==> config.mk <==
export PLATFORM = sky130hd
export DESIGN_NAME = usrt_rx
export DESIGN_NICKNAME = d
export VERILOG_FILES = /design/src/rtl/usrt_pkg.sv /design/src/rtl/usrt_sync.sv /design/src/rtl/usrt_rx.sv
export SDC_FILE = /design/constraint.sdc
export NUM_CORES = 1
export LEC_CHECK = 0
export CAP_MARGIN = 20
export CORE_ASPECT_RATIO = 1.2
export CORE_MARGIN = 3
export CORE_UTILIZATION = 45
export DETAILED_ROUTE_END_ITERATION = 8
export PLACE_DENSITY = 0.7
export SLEW_MARGIN = 20
export SYNTH_ARGS = -nofsm -noshare
export SYNTH_HDL_FRONTEND = slang
export SYNTH_SLANG_ARGS = --single-unit
==> constraint.sdc <==
create_clock -name clk -period 1.45 [get_ports clk]
set_input_delay 0.145 -clock clk [delete_from_list [all_inputs] [get_ports clk]]
set_output_delay 0.145 -clock clk [all_outputs]
set_load 0.02 [all_outputs]
==> src/rtl/usrt_pkg.sv <==
// usrt_pkg: shared types and constants for the USRT receiver
package usrt_pkg;
  localparam int DATA_BITS_DEF = 8;
  localparam logic LINE_IDLE = 1'b1;
  localparam int BIT_CNT_W = $clog2(DATA_BITS_DEF + 1);
  typedef enum logic [1:0] {IDLE, DATA, PARITY, STOP} state_t;
endpackage

==> src/rtl/usrt_sync.sv <==
// usrt_sync: 2-flop synchroniser with reset value and optional rising-edge pulse
module usrt_sync #(
  parameter logic RST_VAL = 1'b0,
  parameter bit EDGE = 1'b0
) (
  input  logic clk,
  input  logic rst,
  input  logic d,
  output logic q,
  output logic rise
);
  logic s1, s2, prev;
  always_ff @(posedge clk) begin
    if (rst) begin
      s1 <= RST_VAL;
      s2 <= RST_VAL;
      prev <= RST_VAL;
    end else begin
      s1 <= d;
      s2 <= s1;
      prev <= s2;
    end
  end
  assign q = s2;
  assign rise = EDGE ? (s2 & ~prev) : 1'b0;
endmodule

==> src/rtl/usrt_rx.sv <==
// usrt_rx: synchronous serial receiver sampling rxd on usrt_clk rising edges.
// Define USRT_RX_PARITY_EN to add an even parity bit before the stop bit.
import usrt_pkg::*;
module usrt_rx #(
  parameter int DATA_BITS = DATA_BITS_DEF
) (
  input  logic                 clk,
  input  logic                 rst,
  input  logic                 usrt_clk,
  input  logic                 rxd,
  input  logic                 rts_in,
  output logic [DATA_BITS-1:0] rx_data,
  output logic                 rx_valid,
  output logic                 frame_err,
  output logic                 par_err,
  output logic                 busy
);
  localparam int CW = $clog2(DATA_BITS + 1);
  logic bit_tick, rxd_s, rts_s, unused_uclk_s, unused_rxd_rise, unused_rts_rise;
  state_t state, state_n;
  logic [CW-1:0] cnt, cnt_n;
  logic [DATA_BITS-1:0] shift, shift_n, data_n;
  logic valid_n, ferr_n, perr_n;
  usrt_sync #(.RST_VAL(1'b0), .EDGE(1'b1)) u_clk_sync (
    .clk(clk), .rst(rst), .d(usrt_clk), .q(unused_uclk_s), .rise(bit_tick));
  usrt_sync #(.RST_VAL(LINE_IDLE)) u_rxd_sync (
    .clk(clk), .rst(rst), .d(rxd), .q(rxd_s), .rise(unused_rxd_rise));
  usrt_sync #(.RST_VAL(1'b0)) u_rts_sync (
    .clk(clk), .rst(rst), .d(rts_in), .q(rts_s), .rise(unused_rts_rise));
`ifdef USRT_RX_PARITY_EN
  logic par_bit, par_n;
`endif
  always_comb begin
    state_n = state;
    cnt_n = cnt;
    shift_n = shift;
    data_n = rx_data;
    valid_n = 1'b0;
    ferr_n = 1'b0;
    perr_n = 1'b0;
`ifdef USRT_RX_PARITY_EN
    par_n = par_bit;
`endif
    if (state != IDLE && !rts_s) begin
      // peer gave up mid-frame: drop the partial word
      state_n = IDLE;
      cnt_n = '0;
      shift_n = '0;
      ferr_n = 1'b1;
    end else if (bit_tick) begin
      case (state)
        IDLE: begin
          state_n = (rts_s && !rxd_s) ? DATA : IDLE;
          cnt_n = '0;
        end
        DATA: begin
          shift_n = {rxd_s, shift[DATA_BITS-1:1]};
          cnt_n = cnt + 1'b1;
`ifdef USRT_RX_PARITY_EN
          state_n = (cnt == CW'(DATA_BITS - 1)) ? PARITY : DATA;
`else
          state_n = (cnt == CW'(DATA_BITS - 1)) ? STOP : DATA;
`endif
        end
`ifdef USRT_RX_PARITY_EN
        PARITY: begin
          par_n = rxd_s;
          state_n = STOP;
        end
`endif
        STOP: begin
          state_n = IDLE;
          data_n = rxd_s ? shift : rx_data;
          valid_n = rxd_s;
          ferr_n = !rxd_s;
`ifdef USRT_RX_PARITY_EN
          perr_n = rxd_s && (^shift ^ par_bit);
`endif
        end
        default: state_n = IDLE;
      endcase
    end
  end
  always_ff @(posedge clk) begin
    if (rst) begin
      state <= IDLE;
      cnt <= '0;
      shift <= '0;
      rx_data <= '0;
      rx_valid <= 1'b0;
      frame_err <= 1'b0;
    end else begin
      state <= state_n;
      cnt <= cnt_n;
      shift <= shift_n;
      rx_data <= data_n;
      rx_valid <= valid_n;
      frame_err <= ferr_n;
    end
  end
`ifdef USRT_RX_PARITY_EN
  always_ff @(posedge clk) begin
    if (rst) begin
      par_bit <= 1'b0;
      par_err <= 1'b0;
    end else begin
      par_bit <= par_n;
      par_err <= perr_n;
    end
  end
`else
  assign par_err = 1'b0;
  logic unused_perr;
  assign unused_perr = perr_n;
`endif
  assign busy = (state != IDLE);
endmodule

After elaboration in Yosys (flattened, before gate mapping)

Cells that the tools add are included.

Output and inout bits: 12
Bits in writable memories: 0
Logic and storage cells: 41
Register bits after elaboration: 31
Memory bits (read-only): 0
Memories kept: 0
Bits in latches: 0
Input bits: 5

Reduce and logical (&&, ||, !) cells: 12
Multiplexer cells: 7
Bitwise gates (word level): 5
Multiply operators: 0
Magnitude comparators: 0
Div/mod/pow operators: 0
Shift operators: 0
Add/sub/neg operators: 1
Equality and inequality tests: 3

Operators by type and width:

| kind                  | number |
|---|---|
| $pmux W4 S2           | 1 |
| $add A4 B1 Y4 const B | 1 |
| $eq A4 B3 Y1 const B  | 1 |
| $mux W1               | 4 |
| $not A1 Y1            | 4 |
| $pmux W2 S2           | 1 |
| $reduce_and A2 Y1     | 2 |
| $reduce_and A4 Y1     | 1 |
| $reduce_bool A2 Y1    | 2 |
| $reduce_or A4 Y1      | 1 |
| $eq A2 B1 Y1 const B  | 1 |
| $eq A2 B2 Y1 const B  | 1 |
| $logic_and A1 B1 Y1   | 2 |
| $logic_not A1 Y1      | 2 |
| $logic_not A2 Y1      | 1 |
| $mux W2               | 1 |
| $reduce_or A2 Y1      | 1 |
| $and A1 B1 Y1         | 1 |

Longest topological paths before layout

Depth after elaboration: 4
Depth in mapped cells: 5
Mapped depth without buffers: 3

By module

From an unflattened synthesis, not the netlist that was laid out.

Cell total of the unflattened synthesis: 135
Area total of the unflattened synthesis: 1201.2 um^2

Modules (own cells, without submodules):

| module                     | seq. area each (um^2) | instances | cells each | area an instance (um^2) |
|---|---|---|---|---|
| usrt_rx                    | 480.5                 | 1         | 116        | 985.9 |
| usrt_sync (u_rts_sync ...) | 40.0                  | 2         | 6          | 63.8 |
| usrt_sync (u_clk_sync)     | 60.1                  | 1         | 7          | 87.6 |

Worst setup path before layout

OpenSTA, ideal clock, no wires.

Path kind: reg2reg
Start: reg state[0]
End: reg cnt[3]
Buffers on the path: 1
Period minus slack after synthesis: 1183 ps
Required time: 1376 ps
Library setup time: 74 ps
Cell stages (with the launch flop): 5
Data arrival time: 1109 ps
Setup slack: 267 ps
Path through: dfxtp_1 -> buf_4 -> inv_1 -> or4b_1 -> a31oi_1

Word-level cells in the longest chain between the ends: 3
Elaborated cells between the ends (all ways): 8
Classes of those cells: 1 x eq/ne; 1 x mux; 6 x reduce/logical

Ends and longest elaborated chain:

| what                                                                       | RTL line      | text |
|---|---|---|
| from (decl)                                                                | usrt_rx.sv:20 | `state_t state, state_n;` |
| from (signal assigned)                                                     | usrt_rx.sv:93 | `state <= state_n;` |
| $eq A2 B1 Y1 (tied with other cells)                                       | usrt_rx.sv:51 | `case (state)` |
| $reduce_bool A2 Y1 (no source line) or $logic_and A1 B1 Y1 (tied branches) | -             |  |
| $reduce_and A2 Y1 (no source line) or $reduce_or A2 Y1 (tied branches)     | -             |  |
| to (signal assigned)                                                       | usrt_rx.sv:94 | `cnt <= cnt_n;` |
| to (decl)                                                                  | usrt_rx.sv:21 | `logic [CW-1:0] cnt, cnt_n;` |

Several ways; a longest one is shown, not always the timed one.
A chain may end at the register's enable or synchronous reset.

Final worst setup path

Start: reg rx_data[4]
End: out rx_data[4]

RTL lines:

| what                   | RTL line      | text |
|---|---|---|
| from (decl)            | usrt_rx.sv:12 | `output logic [DATA_BITS-1:0] rx_data,` |
| from (signal assigned) | usrt_rx.sv:96 | `rx_data <= data_n;` |

No word-level cell between the ends.

==> run_summary.xml <==
<?xml version="1.0" encoding="UTF-8"?>
<metrics>
  <group name="status">
    <metric name="result_of_the_run" unit="">finished, final reports clean</metric>
  </group>
  <group name="pwr">
    <metric name="pwr-share-comb" unit="">0.038</metric>
    <metric name="cellInternalPower" unit="mW">1.11</metric>
    <metric name="power.ir.vdd_worst" unit="V">0.000729</metric>
    <metric name="net-switching-power" unit="mW">0.302</metric>
    <metric name="netSwitchingFraction" unit="">0.214</metric>
    <metric name="pnr_total_power" unit="mW">1.41</metric>
    <metric name="static_leakage" unit="nW">0.636</metric>
    <metric name="power_density" unit="nW/um^2">977</metric>
    <metric name="clock_power_share" unit="">0.349</metric>
    <metric name="seqPwrFrac" unit="">0.613</metric>
  </group>
  <group name="global_route">
    <metric name="via_count_of_the_first_global_routing_pass" unit="">867</metric>
    <metric name="grt.total_usage" unit="">0.163</metric>
    <metric name="maximum_number_of_pins_on_one_net_before_global_route_repair" unit="">19</metric>
    <metric name="grt_pass1_wl" unit="mm">3.91</metric>
    <metric name="grt_antenna_before_repair" unit="">0</metric>
    <metric name="overflow" unit="">0</metric>
  </group>
  <group name="place">
    <metric name="place.port_buffers" unit="">15</metric>
    <metric name="place_worst_setup_slack" unit="ps">52.8</metric>
    <metric name="place_area" unit="sq um">1370</metric>
    <metric name="post-dp-hpwl" unit="mm">1.62</metric>
    <metric name="placedCellCount" unit="">165</metric>
    <metric name="routabilityCongestion" unit="">0.800</metric>
  </group>
  <group name="layout">
    <metric name="layout.cell_area.non_filler" unit="sq um">1450</metric>
    <metric name="fin_nets" unit="">147</metric>
    <metric name="layout.cells.non_filler" unit="">172</metric>
    <metric name="layout.cells.most_common" unit="">sky130_fd_sc_hd__dfxtp_1</metric>
    <metric name="layout_area_growth_over_synthesis" unit="%">21.3</metric>
    <metric name="post_route_cells_drive_above_1_share" unit="">0.156</metric>
    <metric name="most_frequent_cells_in_the_layout" unit="">sky130_fd_sc_hd__dfxtp_1 (29), sky130_fd_sc_hd__a21oi_1 (13), sky130_fd_sc_hd__nand3_1 (11), sky130_fd_sc_hd__o21ai_0 (11)</metric>
    <metric name="num_antenna_cells" unit="">0</metric>
  </group>
  <group name="min_path">
    <metric name="hold_class" unit="">in2reg</metric>
  </group>
  <group name="clock_network">
    <metric name="cts_tree" unit="">built</metric>
    <metric name="clock_sinks" unit="">31</metric>
    <metric name="cts_htree_levels" unit="">2</metric>
    <metric name="post_cts_buffers" unit="">0</metric>
    <metric name="clk_latency" unit="ps">320</metric>
    <metric name="ctsRootBufferMaster" unit="">sky130_fd_sc_hd__clkbuf_4</metric>
    <metric name="cts_inserted_buffers" unit="">5</metric>
    <metric name="cts_buffer_depth" unit="">2</metric>
    <metric name="clkTransAtPathRegs" unit="ps">90</metric>
  </group>
  <group name="drt">
    <metric name="drt_first_iter_violations" unit="">18</metric>
    <metric name="routed_via_count" unit="">894</metric>
    <metric name="first_pass_iters" unit="">4</metric>
    <metric name="drc" unit="">0</metric>
    <metric name="avgViaCountPerCell" unit="">5.20</metric>
    <metric name="avgRoutedWirePerCell" unit="microns">12.9</metric>
    <metric name="antenna_violating_nets_post_route" unit="">0</metric>
    <metric name="drt_wl_total" unit="mm">2.23</metric>
  </group>
  <group name="floorplanning">
    <metric name="floorplan.io_pins" unit="">17</metric>
    <metric name="die_w" unit="microns">53.0</metric>
    <metric name="floorplan.initialDensity" unit="">0.496</metric>
    <metric name="die_y" unit="microns">62.4</metric>
    <metric name="floorplan.core_area" unit="sq um">2400</metric>
    <metric name="core_rows" unit="">19</metric>
    <metric name="die_area" unit="sq um">3300</metric>
  </group>
  <group name="worst_setup_path">
    <metric name="timing_worst_setup_path_type" unit="">reg2out</metric>
    <metric name="critical_path.startpoint_type" unit="">flop</metric>
    <metric name="worstSetupEndpointType" unit="">output pin</metric>
    <metric name="cp_top_family" unit="">buffers and inverters</metric>
    <metric name="cpMaxStageDelayCell" unit="">sky130_fd_sc_hd__clkdlybuf4s50_1</metric>
    <metric name="timing.critical_path.fanout_max" unit="">2</metric>
    <metric name="timing.critical_path.required" unit="ps">1310</metric>
    <metric name="path_cells" unit="">clkdlybuf4s50_1</metric>
    <metric name="crit_path_max_incr_delay" unit="ps">600</metric>
    <metric name="timing.critical_path.buf_inv" unit="">1</metric>
    <metric name="cp.arrival" unit="ps">1250</metric>
  </group>
  <group name="timing">
    <metric name="slew_viol_final" unit="">0</metric>
    <metric name="grt_setup_unrepaired" unit="">yes</metric>
    <metric name="timing.final.setup_violations" unit="">0</metric>
    <metric name="fin_ws" unit="ps">54.3</metric>
    <metric name="max_freq" unit="GHz">0.716</metric>
    <metric name="final_number_of_hold_violating_endpoints" unit="">0</metric>
    <metric name="clock-skew-final" unit="ps">5.78</metric>
    <metric name="finalCritPeriodShare" unit="">0.963</metric>
    <metric name="fin_crit" unit="ps">1400</metric>
  </group>
  <group name="yosys">
    <metric name="seq_area_frac_synth" unit="">0.521</metric>
    <metric name="netlist-cell-type-count" unit="">31</metric>
    <metric name="synth.yosys.warnings" unit="">0</metric>
    <metric name="post_synth_instance_area" unit="sq um">1190</metric>
    <metric name="post_synthesis_net_count" unit="">129</metric>
    <metric name="postSynthRegisterBits" unit="">31</metric>
    <metric name="post_synth_inst_count" unit="">123</metric>
    <metric name="post_synth.cell_area_avg" unit="sq um">9.68</metric>
  </group>
  <group name="flow_run">
    <metric name="number_of_max_cap_violations" unit="">0</metric>
  </group>
</metrics>
[layer usage]
metal  up-vias  share of wire  track usage
met5         -              0            0
met4         0          0.026       0.0863
met3         7          0.054       0.0718
met2        21           0.51        0.267
met1       401           0.41        0.169
li1        465              -            -
[layout make-up]
class                      count  area, sq um
fill                         202          956
timing repair buffer          21          210
tap                           31         38.8
sequential                    31          623
inverter                       2         7.51
clock inverter                 1         5.00
multi-input combinational     80          509
clock buffer                   6         51.3
[per-stage QoR]
stage | hold WS, ps | util | setup TNS, ps
3_3_place_gp | 393 | 0.570 | 0
6_report | 373 | 0.602 | 0
4_1_cts | 357 | 0.594 | 0
2_1_floorplan | 249 | - | 0
3_5_place_dp | 424 | 0.570 | 0
5_1_grt | 359 | 0.602 | -3.11
[Yosys cell counts]
master                      instances  area [sq um]
sky130_fd_sc_hd__dfxtp_1           31           621
sky130_fd_sc_hd__a21oi_1           13          65.1
sky130_fd_sc_hd__nand3_1           11          55.1
sky130_fd_sc_hd__o21ai_0           11          55.1
sky130_fd_sc_hd__mux2i_1            8          80.1
sky130_fd_sc_hd__nor2_1             8          30.0
sky130_fd_sc_hd__nor2b_1            6          37.5
sky130_fd_sc_hd__buf_2              4          20.0
sky130_fd_sc_hd__nand2b_1           3          18.8
sky130_fd_sc_hd__or2_2              3          18.8
sky130_fd_sc_hd__buf_4              2          15.0
sky130_fd_sc_hd__clkbuf_1           2          7.51
sky130_fd_sc_hd__inv_1              2          7.51
sky130_fd_sc_hd__nand4b_1           2          17.5
sky130_fd_sc_hd__a2111oi_2          1          15.0
sky130_fd_sc_hd__a311oi_1           1          8.76
sky130_fd_sc_hd__a31oi_1            1          6.26
sky130_fd_sc_hd__and4_1             1          8.76
sky130_fd_sc_hd__and4bb_2           1          12.5
sky130_fd_sc_hd__buf_1              1          3.75
sky130_fd_sc_hd__buf_6              1          11.3
sky130_fd_sc_hd__conb_1             1          3.75
sky130_fd_sc_hd__ha_1               1          12.5
sky130_fd_sc_hd__nand2_1            1          3.75
sky130_fd_sc_hd__nand4_1            1          6.26
sky130_fd_sc_hd__nor3_1             1          5.00
sky130_fd_sc_hd__nor3b_2            1          12.5
sky130_fd_sc_hd__o21a_1             1          7.51
sky130_fd_sc_hd__o21bai_1           1          7.51
sky130_fd_sc_hd__or2b_1             1          7.51
sky130_fd_sc_hd__or4b_1             1          10.0
[cells by family (layout without fill, tap and decap cells)]
logic type	count (synthesis)	count (layout)	synth area share
compound gates	29	29	0.139
fa+ha+maj	1	1	0.0105
simple gates	41	41	0.205
other cells	1	1	0.00315
flops	31	31	0.521
mux	8	8	0.0672
buf+inv	12	30	0.0546
[sequential cells by signal, summed over array words and instances (netlist names)]
| name | count |
|---|---|
| cnt | 4 |
| frame_err | 1 |
| rx_data | 8 |
| rx_valid | 1 |
| shift | 8 |
| state | 2 |
| u_clk_sync.prev | 1 |
| u_clk_sync.q | 1 |
| u_clk_sync.s1 | 1 |
| u_rts_sync.q | 1 |
| u_rts_sync.s1 | 1 |
| u_rxd_sync.q | 1 |
| u_rxd_sync.s1 | 1 |
[worst paths after layout]
path / cells after the start / to / start / slack (ps)
setup / recovery: 1 / rx_data[4] / rx_data[4] / 50
hold / removal: 2 / u_rts_sync.s1 / rts_in / 370
setup reg to reg: 4 / rx_data[5] / state[1] / 130
hold reg to reg: 1 / u_rxd_sync.q / u_rxd_sync.s1 / 440
[power by group through the flow]
stage / sequential, mW / clock (mW) / combinational [mW]
after global placement: 0.884 / 0 / 0.0531
final: 0.865 / 0.493 / 0.0537
after floorplan: 0.882 / 0 / 0.0333
after CTS: 0.865 / 0.514 / 0.0539
after detailed placement: 0.885 / 0 / 0.0537
after global routing: 0.866 / 0.567 / 0.0597
[repair_timing]
item	in CTS	in global routing
hold buffers	0	0
hold endpoints to repair	0	0
endpoints found under the setup margin	1	10
gates resized for setup	4	10
(Power assumes the default switching activity.)
